`config.mk`:
```
export PLATFORM = sky130hd
export DESIGN_NAME = branch_predictor_flat
export DESIGN_NICKNAME = d
export VERILOG_FILES = /design/src/rtl/branch_predictor_if.sv /design/src/rtl/branch_predictor.sv /design/src/flat_wrapper.sv
export SDC_FILE = /design/constraint.sdc
export NUM_CORES = 1
export LEC_CHECK = 0
export CAP_MARGIN = 20
export CORE_MARGIN = 2
export CORE_UTILIZATION = 45
export DETAILED_ROUTE_END_ITERATION = 10
export HOLD_SLACK_MARGIN = 0.12
export PLACE_DENSITY = 0.67
export RECOVER_POWER = 100
export SYNTH_ARGS = -nofsm -noshare
export SYNTH_HDL_FRONTEND = slang
export SYNTH_SLANG_ARGS = --single-unit
```
`constraint.sdc`:
```
create_clock -name clk -period 6.8 [get_ports clk]
set_input_delay 0.68 -clock clk [delete_from_list [all_inputs] [get_ports clk]]
set_output_delay 0.68 -clock clk [all_outputs]
set_load 0.1 [all_outputs]
```
`src/rtl/branch_predictor_if.sv`:
```
// Purpose: bundles the FD lookup, X resolution and statistics signals of the branch predictor.
// Latency: n/a (wires only).
// Backpressure: none; the core side keeps x_valid low on stalls and bubbles.
interface branch_predictor_if #(
   parameter int INDEX_BITS = 6
);
   logic [31:0]           fd_pc;
   logic                  fd_is_branch;
   logic                  jump;
   logic [INDEX_BITS-1:0] fd_index;
   logic                  x_valid;
   logic [INDEX_BITS-1:0] x_index;
   logic                  x_predict;
   logic                  x_taken;
   logic [2:0]            result;
   logic [31:0]           branch_count;
   logic [31:0]           mispredict_count;

   // Core pipeline side
   modport master (
      output fd_pc, fd_is_branch, x_valid, x_index, x_predict, x_taken,
      input  jump, fd_index, result, branch_count, mispredict_count
   );

   // Predictor side
   modport slave (
      input  fd_pc, fd_is_branch, x_valid, x_index, x_predict, x_taken,
      output jump, fd_index, result, branch_count, mispredict_count
   );
endinterface

```
`src/rtl/branch_predictor.sv`:
```
// Purpose: 2-bit saturating-counter direction predictor with optional global history, resolution checker and stats.
// Latency: lookup and result are combinational (zero cycles); training/history/stats update on the next rising edge.
// Backpressure: none; each x_valid cycle trains exactly once, the lookup never stalls.
module branch_predictor #(
   parameter int         INDEX_BITS = 6,
   parameter int         GHR_BITS   = 0,
   parameter logic [1:0] INIT_CTR   = 2'b01
) (
   input logic             clk,
   input logic             rst,
   branch_predictor_if.slave bp
);
   localparam int ENTRIES = 1 << INDEX_BITS;

   logic [1:0]            ctr_q [ENTRIES];
   logic [1:0]            ctr_d [ENTRIES];
   logic [31:0]           branch_count_q, branch_count_d;
   logic [31:0]           mispredict_count_q, mispredict_count_d;
   logic [INDEX_BITS-1:0] hist;
   logic [INDEX_BITS-1:0] fd_idx;
   logic                  mispredict;
   logic [2:0]            result;
   logic                  pc_unused;

   // Only the word-index slice of the PC feeds the table
   assign pc_unused = ^{bp.fd_pc[31:INDEX_BITS+2], bp.fd_pc[1:0]};

   generate
      if (GHR_BITS > 0) begin : g_ghr
         logic [GHR_BITS-1:0] ghr_q, ghr_d;

         // Shift in resolved outcomes only, so history is never speculative
         always_comb begin
            ghr_d = ghr_q;
            if (bp.x_valid) ghr_d = GHR_BITS'({ghr_q, bp.x_taken});
         end

         // History register
         always_ff @(posedge clk or negedge rst) begin
            if (!rst) ghr_q <= '0;
            else      ghr_q <= ghr_d;
         end

         assign hist = INDEX_BITS'(ghr_q);
      end else begin : g_no_ghr
         assign hist = '0;
      end
   endgenerate

   assign fd_idx      = bp.fd_pc[INDEX_BITS+1:2] ^ hist;
   assign bp.fd_index = fd_idx;
   // Reads the registered table, so a same-cycle update at this index is not bypassed
   assign bp.jump     = bp.fd_is_branch & ctr_q[fd_idx][1];

   assign mispredict = bp.x_valid & (bp.x_predict != bp.x_taken);

   // Resolution code: ALU target on a missed taken, PC_X+4 on a wrong taken guess
   always_comb begin
      result = 3'b000;
      if (mispredict) result = bp.x_taken ? 3'b100 : 3'b110;
   end
   assign bp.result = result;

   // Train the one resolving entry with saturation at both ends
   always_comb begin
      ctr_d = ctr_q;
      if (bp.x_valid) begin
         if (bp.x_taken) begin
            if (ctr_q[bp.x_index] != 2'b11) ctr_d[bp.x_index] = ctr_q[bp.x_index] + 2'd1;
         end else begin
            if (ctr_q[bp.x_index] != 2'b00) ctr_d[bp.x_index] = ctr_q[bp.x_index] - 2'd1;
         end
      end
   end

   // Counter table
   always_ff @(posedge clk or negedge rst) begin
      if (!rst) begin
         for (int i = 0; i < ENTRIES; i++) ctr_q[i] <= INIT_CTR;
      end else begin
         ctr_q <= ctr_d;
      end
   end

   // Statistics, wrapping modulo 2^32
   always_comb begin
      branch_count_d     = branch_count_q + {31'd0, bp.x_valid};
      mispredict_count_d = mispredict_count_q + {31'd0, mispredict};
   end

   // Statistics registers
   always_ff @(posedge clk or negedge rst) begin
      if (!rst) begin
         branch_count_q     <= '0;
         mispredict_count_q <= '0;
      end else begin
         branch_count_q     <= branch_count_d;
         mispredict_count_q <= mispredict_count_d;
      end
   end

   assign bp.branch_count     = branch_count_q;
   assign bp.mispredict_count = mispredict_count_q;
endmodule

```
`src/flat_wrapper.sv`:
```
// flat-port wrapper written by rule: the top's interface ports become plain ports
module branch_predictor_flat 
#(
   parameter int         INDEX_BITS = 6,
   parameter int         GHR_BITS   = 0,
   parameter logic [1:0] INIT_CTR   = 2'b01
)
  (clk, rst, bp_fd_pc, bp_fd_is_branch, bp_x_valid, bp_x_index, bp_x_predict, bp_x_taken, bp_jump, bp_fd_index, bp_result, bp_branch_count, bp_mispredict_count);
  branch_predictor_if #(.INDEX_BITS(INDEX_BITS)) bp_i ();
  input logic clk;
  input logic rst;
  input wire logic [$bits(bp_i.fd_pc)-1:0] bp_fd_pc;
  input wire logic [$bits(bp_i.fd_is_branch)-1:0] bp_fd_is_branch;
  input wire logic [$bits(bp_i.x_valid)-1:0] bp_x_valid;
  input wire logic [$bits(bp_i.x_index)-1:0] bp_x_index;
  input wire logic [$bits(bp_i.x_predict)-1:0] bp_x_predict;
  input wire logic [$bits(bp_i.x_taken)-1:0] bp_x_taken;
  output wire logic [$bits(bp_i.jump)-1:0] bp_jump;
  output wire logic [$bits(bp_i.fd_index)-1:0] bp_fd_index;
  output wire logic [$bits(bp_i.result)-1:0] bp_result;
  output wire logic [$bits(bp_i.branch_count)-1:0] bp_branch_count;
  output wire logic [$bits(bp_i.mispredict_count)-1:0] bp_mispredict_count;
  assign bp_i.fd_pc = bp_fd_pc;
  assign bp_i.fd_is_branch = bp_fd_is_branch;
  assign bp_i.x_valid = bp_x_valid;
  assign bp_i.x_index = bp_x_index;
  assign bp_i.x_predict = bp_x_predict;
  assign bp_i.x_taken = bp_x_taken;
  assign bp_jump = bp_i.jump;
  assign bp_fd_index = bp_i.fd_index;
  assign bp_result = bp_i.result;
  assign bp_branch_count = bp_i.branch_count;
  assign bp_mispredict_count = bp_i.mispredict_count;
  branch_predictor #(.INDEX_BITS(INDEX_BITS), .GHR_BITS(GHR_BITS), .INIT_CTR(INIT_CTR)) u_core (.clk(clk), .rst(rst), .bp(bp_i));
endmodule
```
# Word level (Yosys, flattened, before mapping)
# Index checks and enable logic that the tools add are counted.
# word_totals
regBits,192
word_cells,99
in_bits,44
output_inout_bits,74
# op_classes
reduce_logical,4
order_cmp,3
bitwise,4
n_mux,15
addsub,4
n_eq_ne,3
# ops
cell,count
2-to-1 mux 128 bit,3
bitwise mux 128 bit,2
adder 32 x 1 -> 32 bit,2
binary-select mux 2 bit (select 6 bit),2
">= comparator 7 bit, second input constant",2
inverter 6 -> 7 bit,2
demux 2 bit (select 6 bit),1
2-to-1 mux 2 bit,6
"< comparator 7 x 1 -> 1 bit, second input constant",1
nonzero test 2 bit,2
2-to-1 mux 3 bit,1
AND reduction 3 bit,1
"adder 2 x 1 -> 2 bit, second input constant",1
bitwise AND 1 bit,2
"!= test 2 x 1 -> 1 bit, second input constant",1
"!= test 2 bit, second input constant",1
"subtractor 2 x 1 -> 2 bit, second input constant",1
logical AND 1 bit,1
!= test 1 bit,1

# Depth between registers and ports, before layout
# Gate-level depths: netlist (run 1).
# depth
word_depth,8
depth_mapped,17
depth_no_buf,13

# Worst setup path after synthesis (run 1)
# Ideal clock, no wire load.
# synth_timing
path_kind,input to output
start,input bp_fd_pc[3]
end,output bp_jump
arrival_ns,3.918
required_ns,6.120
stages,7
path_slack_ns,2.202
cell_sequence,clkbuf_1 buf_2 mux4_2 o211ai_1 a211oi_1 nor2_1 o21ai_0
# synth_between
elab_chain_cells,5
# synth_lines
item,line,text
from (decl),flat_wrapper.sv:12,input wire logic [$bits(bp_i.fd_pc)-1:0] bp_fd_pc;
inverter 6 -> 7 bit (not written as such),branch_predictor.sv:53,assign bp.jump = bp.fd_is_branch & ctr_q[fd_idx][1];
binary-select mux 2 bit (select 6 bit),branch_predictor.sv:53,
2-to-1 mux 2 bit (not written as such) (2 in a row),branch_predictor.sv:53,
bitwise AND 1 bit,branch_predictor.sv:53,
to (decl),flat_wrapper.sv:18,output wire logic [$bits(bp_i.jump)-1:0] bp_jump;
# No other way between the ends. The select of a mux whose other input is x is not followed.

# Worst setup path in the final report (run 1)
# layout_timing
start,input bp_x_index[5]
end,register u_core.ctr_q[53] (netlist name)
# layout_between
elab_chain_cells,8
# layout_lines
item,line,text
from (decl),flat_wrapper.sv:15,input wire logic [$bits(bp_i.x_index)-1:0] bp_x_index;
inverter 6 -> 7 bit (not written as such) (*),"branch_predictor.sv:69, branch_predictor.sv:71",
"binary-select mux 2 bit (select 6 bit), or another cell as far along","branch_predictor.sv:69, branch_predictor.sv:71",
2-to-1 mux 2 bit (not written as such) or logical AND 1 bit (tied branches),"branch_predictor.sv:69, branch_predictor.sv:71",
2-to-1 mux 2 bit (not written as such),"branch_predictor.sv:69, branch_predictor.sv:71",
"subtractor 2 x 1 -> 2 bit, or another cell as far along",branch_predictor.sv:71,if (ctr_q[bp.x_index] != 2'b00) ctr_d[bp.x_index] = ctr_q[bp.x_index] - 2'd1;
"bitwise mux 128 bit, on equally long branches","branch_predictor.sv:71, branch_predictor.sv:69",
"2-to-1 mux 128 bit, on equally long branches","branch_predictor.sv:71, branch_predictor.sv:69",
2-to-1 mux 128 bit,branch_predictor.sv:68,if (bp.x_taken) begin
to (signal assigned),branch_predictor.sv:81,ctr_q <= ctr_d;
to (decl),branch_predictor.sv:15,logic [1:0] ctr_q [ENTRIES];
# Mark *: on every way between the ends. The rest lies on a longest branch, timed or not. The select of a mux whose other input is x is not followed.
# A chain may end at the register's enable or synchronous reset.

==> results of run 1 <==
cells in the mapped netlist, types with 10 or more instances:
library cell | count | area [um^2]
xnor2_1 | 49 | 429
dfrtp_1 | 128 | 3200
nand3_1 | 39 | 195
and3_1 | 16 | 100
xor2_1 | 13 | 114
clkbuf_1 | 17 | 63.8
mux2_1 | 26 | 293
mux2_2 | 111 | 1250
nand2_1 | 57 | 214
dfstp_2 | 64 | 1680
mux2i_1 | 18 | 180
buf_6 | 12 | 135
nor2b_1 | 11 | 68.8
buf_4 | 10 | 75.1
a21oi_1 | 15 | 75.1
mux4_2 | 27 | 608
nor2_1 | 75 | 282
layout make-up:
type | instances | area [um^2]
fillers | 1951 | 10300
flip-flops and latches | 192 | 4880
multi-input cells | 560 | 4640
repair buffers | 105 | 991
clock buffers | 18 | 429
well taps | 280 | 350
clock inverters | 14 | 174
inverters | 8 | 30.0
worst max path at each step:
stage          cells past startpoint          endpoint  slack [ps]
6_report                          15  u_core.ctr_q[53]        1110
5_1_grt                           15  u_core.ctr_q[91]         790
4_1_cts                           15  u_core.ctr_q[37]        1770
3_5_place_dp                      15  u_core.ctr_q[37]        1310
3_3_place_gp                      15  u_core.ctr_q[37]        1410
2_1_floorplan                      7           bp_jump        2200
per-stage QoR:
stage	total power, mW	cells	util	setup WS, ps	cell area, um^2
after floorplan	2.14	810	-	2200	9920
after global placement	2.37	1145	0.503	1410	10900
after detailed placement	2.38	1145	0.503	1310	10900
after CTS	3.42	1177	0.530	1770	11500
after global routing	3.52	1177	0.528	790	11500
final	3.37	1177	0.528	1110	11500
cells by family (layout without fill, tap and decap cells):
group                    after synthesis  count (layout)
adder cells (fa/ha/maj)                6               6
multiplexers                         184             184
XOR/XNOR                              62              62
flip-flops                           192             192
AO/OA/AOI/OAI                         62              62
buffers and inverters                 58             145
AND/OR/NAND/NOR                      245             245
other                                  1               1
routing by layer:
layer | wire, um | up-vias | GRT usage
li1 | - | 3050 | -
met1 | 10700 | 3470 | 0.298
met2 | 11000 | 222 | 0.315
met3 | 1390 | 40 | 0.0401
met4 | 487 | 0 | 0.0675
met5 | 0 | - | 0
worst register-to-register path: stages, from the launching register on:
cell      delay (ps)
dfstp_2          370
mux4_2           470
nand3_1          110
o2111a_1         280
o211ai_1         120
a21oi_1          300
clkbuf_1        1020
o211a_1          300
ha_1             150
mux2i_1           60
nand2_1          270
nor2_1           180
nand2_1          520
nor2_1           160
mux2_2           310
where the power goes:
group          switching [mW]  internal, mW
clock                   0.471         0.557
sequential              0.130          1.36
combinational           0.573         0.286
total                    1.17          2.20
==> results.yml, run 1 <==
run_status:
  status: "complete, but fails checks"
  violations: "max-capacitance violations, max-slew violations"
layout:
  area_delta_synth_final_pct: 15.8
  final_common_cell: "dfrtp_1"
  antennaDiodeCount: 0
  drive_above_1_share: 0.291
  layout_common_cells: "dfrtp_1 (128), mux2_2 (111), nor2_1 (76), dlygate4sd3_1 (76), dfstp_2 (64)"
  num-nets-final: 934
power:
  powerDensity_nw_per_um2: 293
  p_leak_nw: 5.02
  ir_drop_v: 0.000363
cts:
  clkLatencyLatePin_ps: 440
  ctsHtreeMaxLevel: 4
  clk_path_buf_depth: 2
  post-cts-setup-buffers: 0
  cts_tree: "yes"
  cts.clk_slew.worst_paths_ps: 70
  cts_resized: 0
  cts-buffers-inserted: 17
  ctsHoldBuffers: 0
  cts_sinks: 192
  cts-root-buf: "clkbuf_16"
die:
  coreArea_um2: 21800
  ioPinCount: 118
  fp.dieW_um: 153
  rows: 54
  initial_utilization: 0.456
  die-area_um2: 23300
  die_h_um: 153
setup_path:
  reg2reg_slack_ps: 2080
  crit_arrival_ps: 6000
  path_cells: "dlygate4sd3_1 > nor3b_1 > nand3_1 > o2111a_1 > o211ai_1 > a21oi_1 > clkbuf_1 > o211a_1 > ha_1 > mux2i_1 > nand2_1 > nor2_1 > nand2_1 > nor2_1 > mux2_2"
  critical_path.max_stage_delay_ps: 800
  cp-start-kind: "input port"
  reg2reg_to: "u_core.ctr_q[53]"
  critical_path_class: "in -> reg"
  crit_path_top_delay_cell: "nor3b_1"
  path_buf_inv: 2
  crit_start: "bp_x_index[5]"
  end_kind: "register"
  cpLargestDelayFamily: "simple AND/OR/NAND/NOR gates"
  critPathMaxFanout: 30
  critPathRequiredTime_ps: 7110
  reg2reg_depth: 14
global_route:
  grt-ovfl-total: 0
  grt_max_degree: 122
  antenna_found_initial: 0
  grt_pass1_wl_um: 37900
  grtUsageTotal: 0.206
  grt_pass1_vias: 6702
synthesis:
  synth_xor_area_frac: 0.0547
  synth.area.mux_share: 0.238
  synth_top_family_by_area: "multiplexers"
  ys_ff_latch: 192
  yosys_most_used_dff: "dfrtp_1"
  syn_avg_cell_area_um2: 12.3
  synthCells: 810
  yosysSeqAreaShare: 0.492
  synth_cell_types: 58
  yosysWarnings: 0
  synth_fa_ha_area_frac: 0.00756
  syn_nets: 860
  synth_compound_area_frac: 0.0475
  synth-simple-area-share: 0.122
  synth_edf_count: 0
  synth_area_um2: 9920
  async_flop_share: 1.00
sta:
  skew_ps: 11.4
  rsz0062_at_grt: "no"
  fmax_mhz: 176
  hold_viol: 0
  min_period_over_period: 0.837
  slew_headroom: -1.55
  finalHoldWorstSlack_ps: 310
  setup_viol: 0
  fin_tns_setup_ps: 0
  tightest_slew_ps: 3820
  min_period_ps: 5690
  maxSlewViolCount: 73
detailed_routing:
  viasPerCell: 5.76
  drc: 0
  drtPass1Iterations: 5
  antenna_left: 0
  drt_iter0_markers: 523
  vias: 6782
  avgRoutedWirePerCell_um: 20.0
  drt_wl_total_um: 23600
hold_path:
  hold_path.class: "in -> async"
placement:
  port_buffers: 90
  dpl.hpwl_um: 15900
  gp_congestion: 0.871
flow_run:
  cap_viol_max_count: 1
Note: power is estimated with default switching activity, not from simulation.
==> run 2, diff against run 1 <==
clock period = 5.3 ns   (was 6.8 ns; I/O delays follow)
==> results.yml, run 2 (same netlist as run 1, synthesis figures left out) <==
power:
  ir_drop_v: 0.000384
  power_mw: 4.28
  powerDensity_nw_per_um2: 370
  p_leak_nw: 5.07
die:
  fp.dieW_um: 153
  die-area_um2: 23300
  ioPinCount: 118
  die_h_um: 153
  initial_utilization: 0.456
  coreArea_um2: 21800
  rows: 54
detailed_routing:
  vias: 6819
  drt_wl_total_um: 23900
  antenna_left: 0
  viasPerCell: 5.74
  drc: 0
  avgRoutedWirePerCell_um: 20.1
  drtPass1Iterations: 5
  drt_iter0_markers: 564
cts:
  cts.clk_slew.worst_paths_ps: 80
  clk_path_buf_depth: 2
  cts-buffers-inserted: 17
  clkLatencyLatePin_ps: 440
  cts_tree: "yes"
  ctsHtreeMaxLevel: 4
  cts_resized: 0
  cts-root-buf: "clkbuf_16"
  cts_sinks: 192
  post-cts-setup-buffers: 0
  ctsHoldBuffers: 0
sta:
  finalHoldWorstSlack_ps: 462
  fmax_mhz: 221
  setup_viol: 0
  min_period_over_period: 0.855
  slew_headroom: -1.69
  hold_viol: 0
  maxSlewViolCount: 94
  tightest_slew_ps: 4040
  rsz0062_at_grt: "no"
  skew_ps: 10.6
  fin_tns_setup_ps: 0
  fin_ws_ps: 770
  min_period_ps: 4530
placement:
  placed_area_um2: 11000
  port_buffers: 90
  dp_cells: 1157
  dp_slack_ps: 676
  dpl.hpwl_um: 16600
  gp_congestion: 0.870
layout:
  layout_common_cells: "dfrtp_1 (128), mux2_2 (108), nor2_1 (76)"
  drive_above_1_share: 0.296
  layout.cells.non_filler: 1189
  fill_cells: 1912
  final_common_cell: "dfrtp_1"
  final_area_um2: 11600
  area_delta_synth_final_pct: 16.4
  antennaDiodeCount: 0
  fin_util: 0.531
  num-nets-final: 946
global_route:
  grt_max_degree: 94
  grt_pass1_wl_um: 38600
  grt_pass1_vias: 6931
  grtUsageTotal: 0.211
  grt-ovfl-total: 0
  antenna_found_initial: 0
setup_path:
  critPathRequiredTime_ps: 5630
  end_kind: "register"
  critPathMaxFanout: 30
  reg2reg_slack_ps: 1410
  critical_path_class: "in -> reg"
  reg2reg_depth: 14
  crit_arrival_ps: 4860
  cp-start-kind: "input port"
  reg2reg_to: "u_core.ctr_q[35]"
hold_path:
  hold_path.class: "reg -> reg"
  hold_end: "u_core.bp.branch_count[31]"
  holdPathStages: 1
  hold_path_startpoint: "u_core.bp.branch_count[31]"
run_status:
  violations: "max-capacitance violations, max-slew violations"
  status: "complete, but fails checks"
flow_run:
  cap_viol_max_count: 1
[run 2: cell types whose count changed in the layout (fill, tap and decap cells not counted), sizes merged]
cell / previous run / this run
dlymetal6s4s: 0 / 1
clkinv: 5 / 3
inv: 13 / 14
clkbuf: 22 / 24
buf: 15 / 27
dlygate4sd3: 76 / 75
bufinv: 2 / 1
[run 2: worst max-delay path: stages]
cell and delay, ps:
buf_2 550, clkbuf_1 450, mux4_2 560, nand2_1 100, a21oi_1 90, nor4_1 180, and3_1 240, nand4_1 110
ha_1 210, mux2i_1 130, nand2_1 200, nor2_1 180, clkbuf_1 210, nand2_1 390, nor2_1 340, mux2_2 360
[run 2: area by class of cell]
type                    count  area [um^2]  area share
clock buffers              20          447      0.0387
clock inverters            12          125      0.0108
inverters                   8         30.0     0.00260
multi-input cells         560         4640       0.402
flip-flops and latches    192         4880       0.423
well taps                 280          350      0.0303
repair buffers            117         1070      0.0929
[run 2: routing by layer]
layer	share of wire	vias up	global-route usage
met2	0.47	229	0.326
met4	0.020	0	0.0732
met1	0.44	3475	0.297
met5	0	-	0
met3	0.065	34	0.0435
li1	-	3081	-
[run 2: worst max path at each step]
stage                        startpoint                 to  cells after the start
after floorplan             bp_fd_pc[3]            bp_jump                      7
after global placement    bp_x_index[0]   u_core.ctr_q[35]                     16
after detailed placement  bp_x_index[0]  u_core.ctr_q[115]                     16
after CTS                 bp_x_index[0]   u_core.ctr_q[35]                     16
after global routing      bp_x_index[0]   u_core.ctr_q[51]                     16
final                     bp_x_index[0]   u_core.ctr_q[35]                     16
[run 2: power by group]
part	total [mW]	switching, mW	internal, mW
Sequential	1.91	0.167	1.74
Clock	1.26	0.586	0.674
Combinational	1.11	0.738	0.374
==> run 3, diff against run 2 <==
CORE_MARGIN = unset   (was 2)
==> results.yml, run 3 (same netlist as run 1, synthesis figures left out) <==
setup_path:
  end_kind: "register"
  reg2reg_slack_ps: 1240
  cp-start-kind: "input port"
  crit_start: "bp_x_index[2]"
  critical_path_class: "in -> reg"
  critPathMaxFanout: 18
  reg2reg_to: "u_core.ctr_q[47]"
  crit_arrival_ps: 4820
  worstSetupEndpoint: "u_core.ctr_q[47]"
  reg2reg_depth: 14
  critPathRequiredTime_ps: 5620
detailed_routing:
  viasPerCell: 5.70
  vias: 6726
  drc: 0
  avgRoutedWirePerCell_um: 20.4
  drtPass1Iterations: 6
  drt_wl_total_um: 24100
  drt_iter0_markers: 421
  antenna_left: 0
sta:
  fin_tns_setup_ps: 0
  finalHoldWorstSlack_ps: 480
  fmax_mhz: 222
  slew_headroom: -1.58
  skew_ps: 10.2
  setup_viol: 0
  rsz0062_at_grt: "no"
  tightest_slew_ps: 3870
  maxSlewViolCount: 86
  hold_viol: 0
  min_period_ps: 4500
  min_period_over_period: 0.850
placement:
  placed_area_um2: 11000
  gp_congestion: 0.860
  dpl.hpwl_um: 16700
  dp_cells: 1148
  port_buffers: 90
cts:
  cts-buffers-inserted: 17
  cts-root-buf: "clkbuf_16"
  post-cts-setup-buffers: 0
  clkLatencyLatePin_ps: 430
  cts_resized: 0
  ctsHoldBuffers: 0
  ctsHtreeMaxLevel: 4
  clk_path_buf_depth: 2
  cts_sinks: 192
  cts.clk_slew.worst_paths_ps: 70
  cts_tree: "yes"
global_route:
  met3_usage: 0.0497
  use_met2: 0.343
  grt_max_degree: 86
  grtUsageTotal: 0.227
  grt_pass1_vias: 6793
  grt_pass1_wl_um: 38500
  grtUsageMet1: 0.319
  grt-ovfl-total: 0
  busiest_layer: "met2"
  antenna_found_initial: 0
run_status:
  violations: "max-capacitance violations, max-slew violations"
  status: "complete, but fails checks"
power:
  powerDensity_nw_per_um2: 376
  p_sw_frac: 0.347
  p_leak_nw: 5.08
  pwr-share-comb: 0.256
  clkPwrFrac: 0.306
  seq_power_share: 0.438
  ir_drop_v: 0.000514
  intPower_mw: 2.85
  netSwitchingPower_mw: 1.51
layout:
  antennaDiodeCount: 0
  drive_above_1_share: 0.298
  final_area_um2: 11600
  fin_util: 0.543
  area_delta_synth_final_pct: 16.7
  final_common_cell: "dfrtp_1"
  layout_common_cells: "dfrtp_1 (128), mux2_2 (110), nor2_1 (76)"
  num-nets-final: 942
  layout.cells.non_filler: 1180
flow_run:
  cap_viol_max_count: 1
die:
  die-area_um2: 22700
  coreArea_um2: 21400
  die_h_um: 151
  ioPinCount: 118
  rows: 53
  initial_utilization: 0.465
  fp.dieW_um: 151
hold_path:
  hold_path.class: "reg -> reg"
==> run 3: worst min-delay path by stage <==
stage	from	endpoint	slack [ps]	cells after the start
floorplan	rst	u_core.bp.branch_count[0]	230	0
global placement	u_core.bp.branch_count[31]	u_core.bp.branch_count[31]	460	1
detailed placement	u_core.bp.mispredict_count[31]	u_core.bp.mispredict_count[31]	470	1
CTS	rst	u_core.bp.mispredict_count[29]	150	1
global route	u_core.bp.mispredict_count[31]	u_core.bp.mispredict_count[31]	490	1
finish	u_core.bp.mispredict_count[31]	u_core.bp.mispredict_count[31]	480	1
==> run 3: layer usage <==
layer,vias to the layer above,part of all wire
met1,3404,0.44
li1,3057,-
met3,37,0.066
met2,228,0.47
met4,0,0.024
met5,-,0
==> run 3: through the flow <==
| stage | worst slack, ps | power (mW) |
|---|---|---|
| 2_1_floorplan | 1000 | 2.74 |
| 3_3_place_gp | 622 | 3.05 |
| 3_5_place_dp | 583 | 3.07 |
| 4_1_cts | 1030 | 4.42 |
| 5_1_grt | 520 | 4.54 |
| 6_report | 796 | 4.36 |
==> run 3: power by group through the flow <==
stage          clock network [mW]  logic (mW)  registers, mW
2_1_floorplan                   0       0.509           2.23
3_3_place_gp                    0        1.13           1.92
3_5_place_dp                    0        1.14           1.93
4_1_cts                      1.37        1.14           1.91
5_1_grt                      1.42        1.18           1.94
6_report                     1.33        1.12           1.91
==> run 3: layout make-up <==
type                    instances  area (um^2)
well taps                     275          344
clock inverters                13          170
clock buffers                  19          443
flip-flops and latches        192         4880
fillers                      1880         9770
inverters                       8         30.0
multi-input cells             560         4640
repair buffers                113         1070
==> run 3: worst max-delay path, cell delays in order <==
cell and delay, ps:
buf_2 440, clkinv_1 570, a221oi_1 420, nor2_1 90, o21ai_0 220, and3_1 250
nand4_1 120, ha_1 200, mux2i_1 140, nand2_1 120, clkbuf_1 170, nor2_1 410
nand2_1 440, nor2_1 330, mux2_2 360
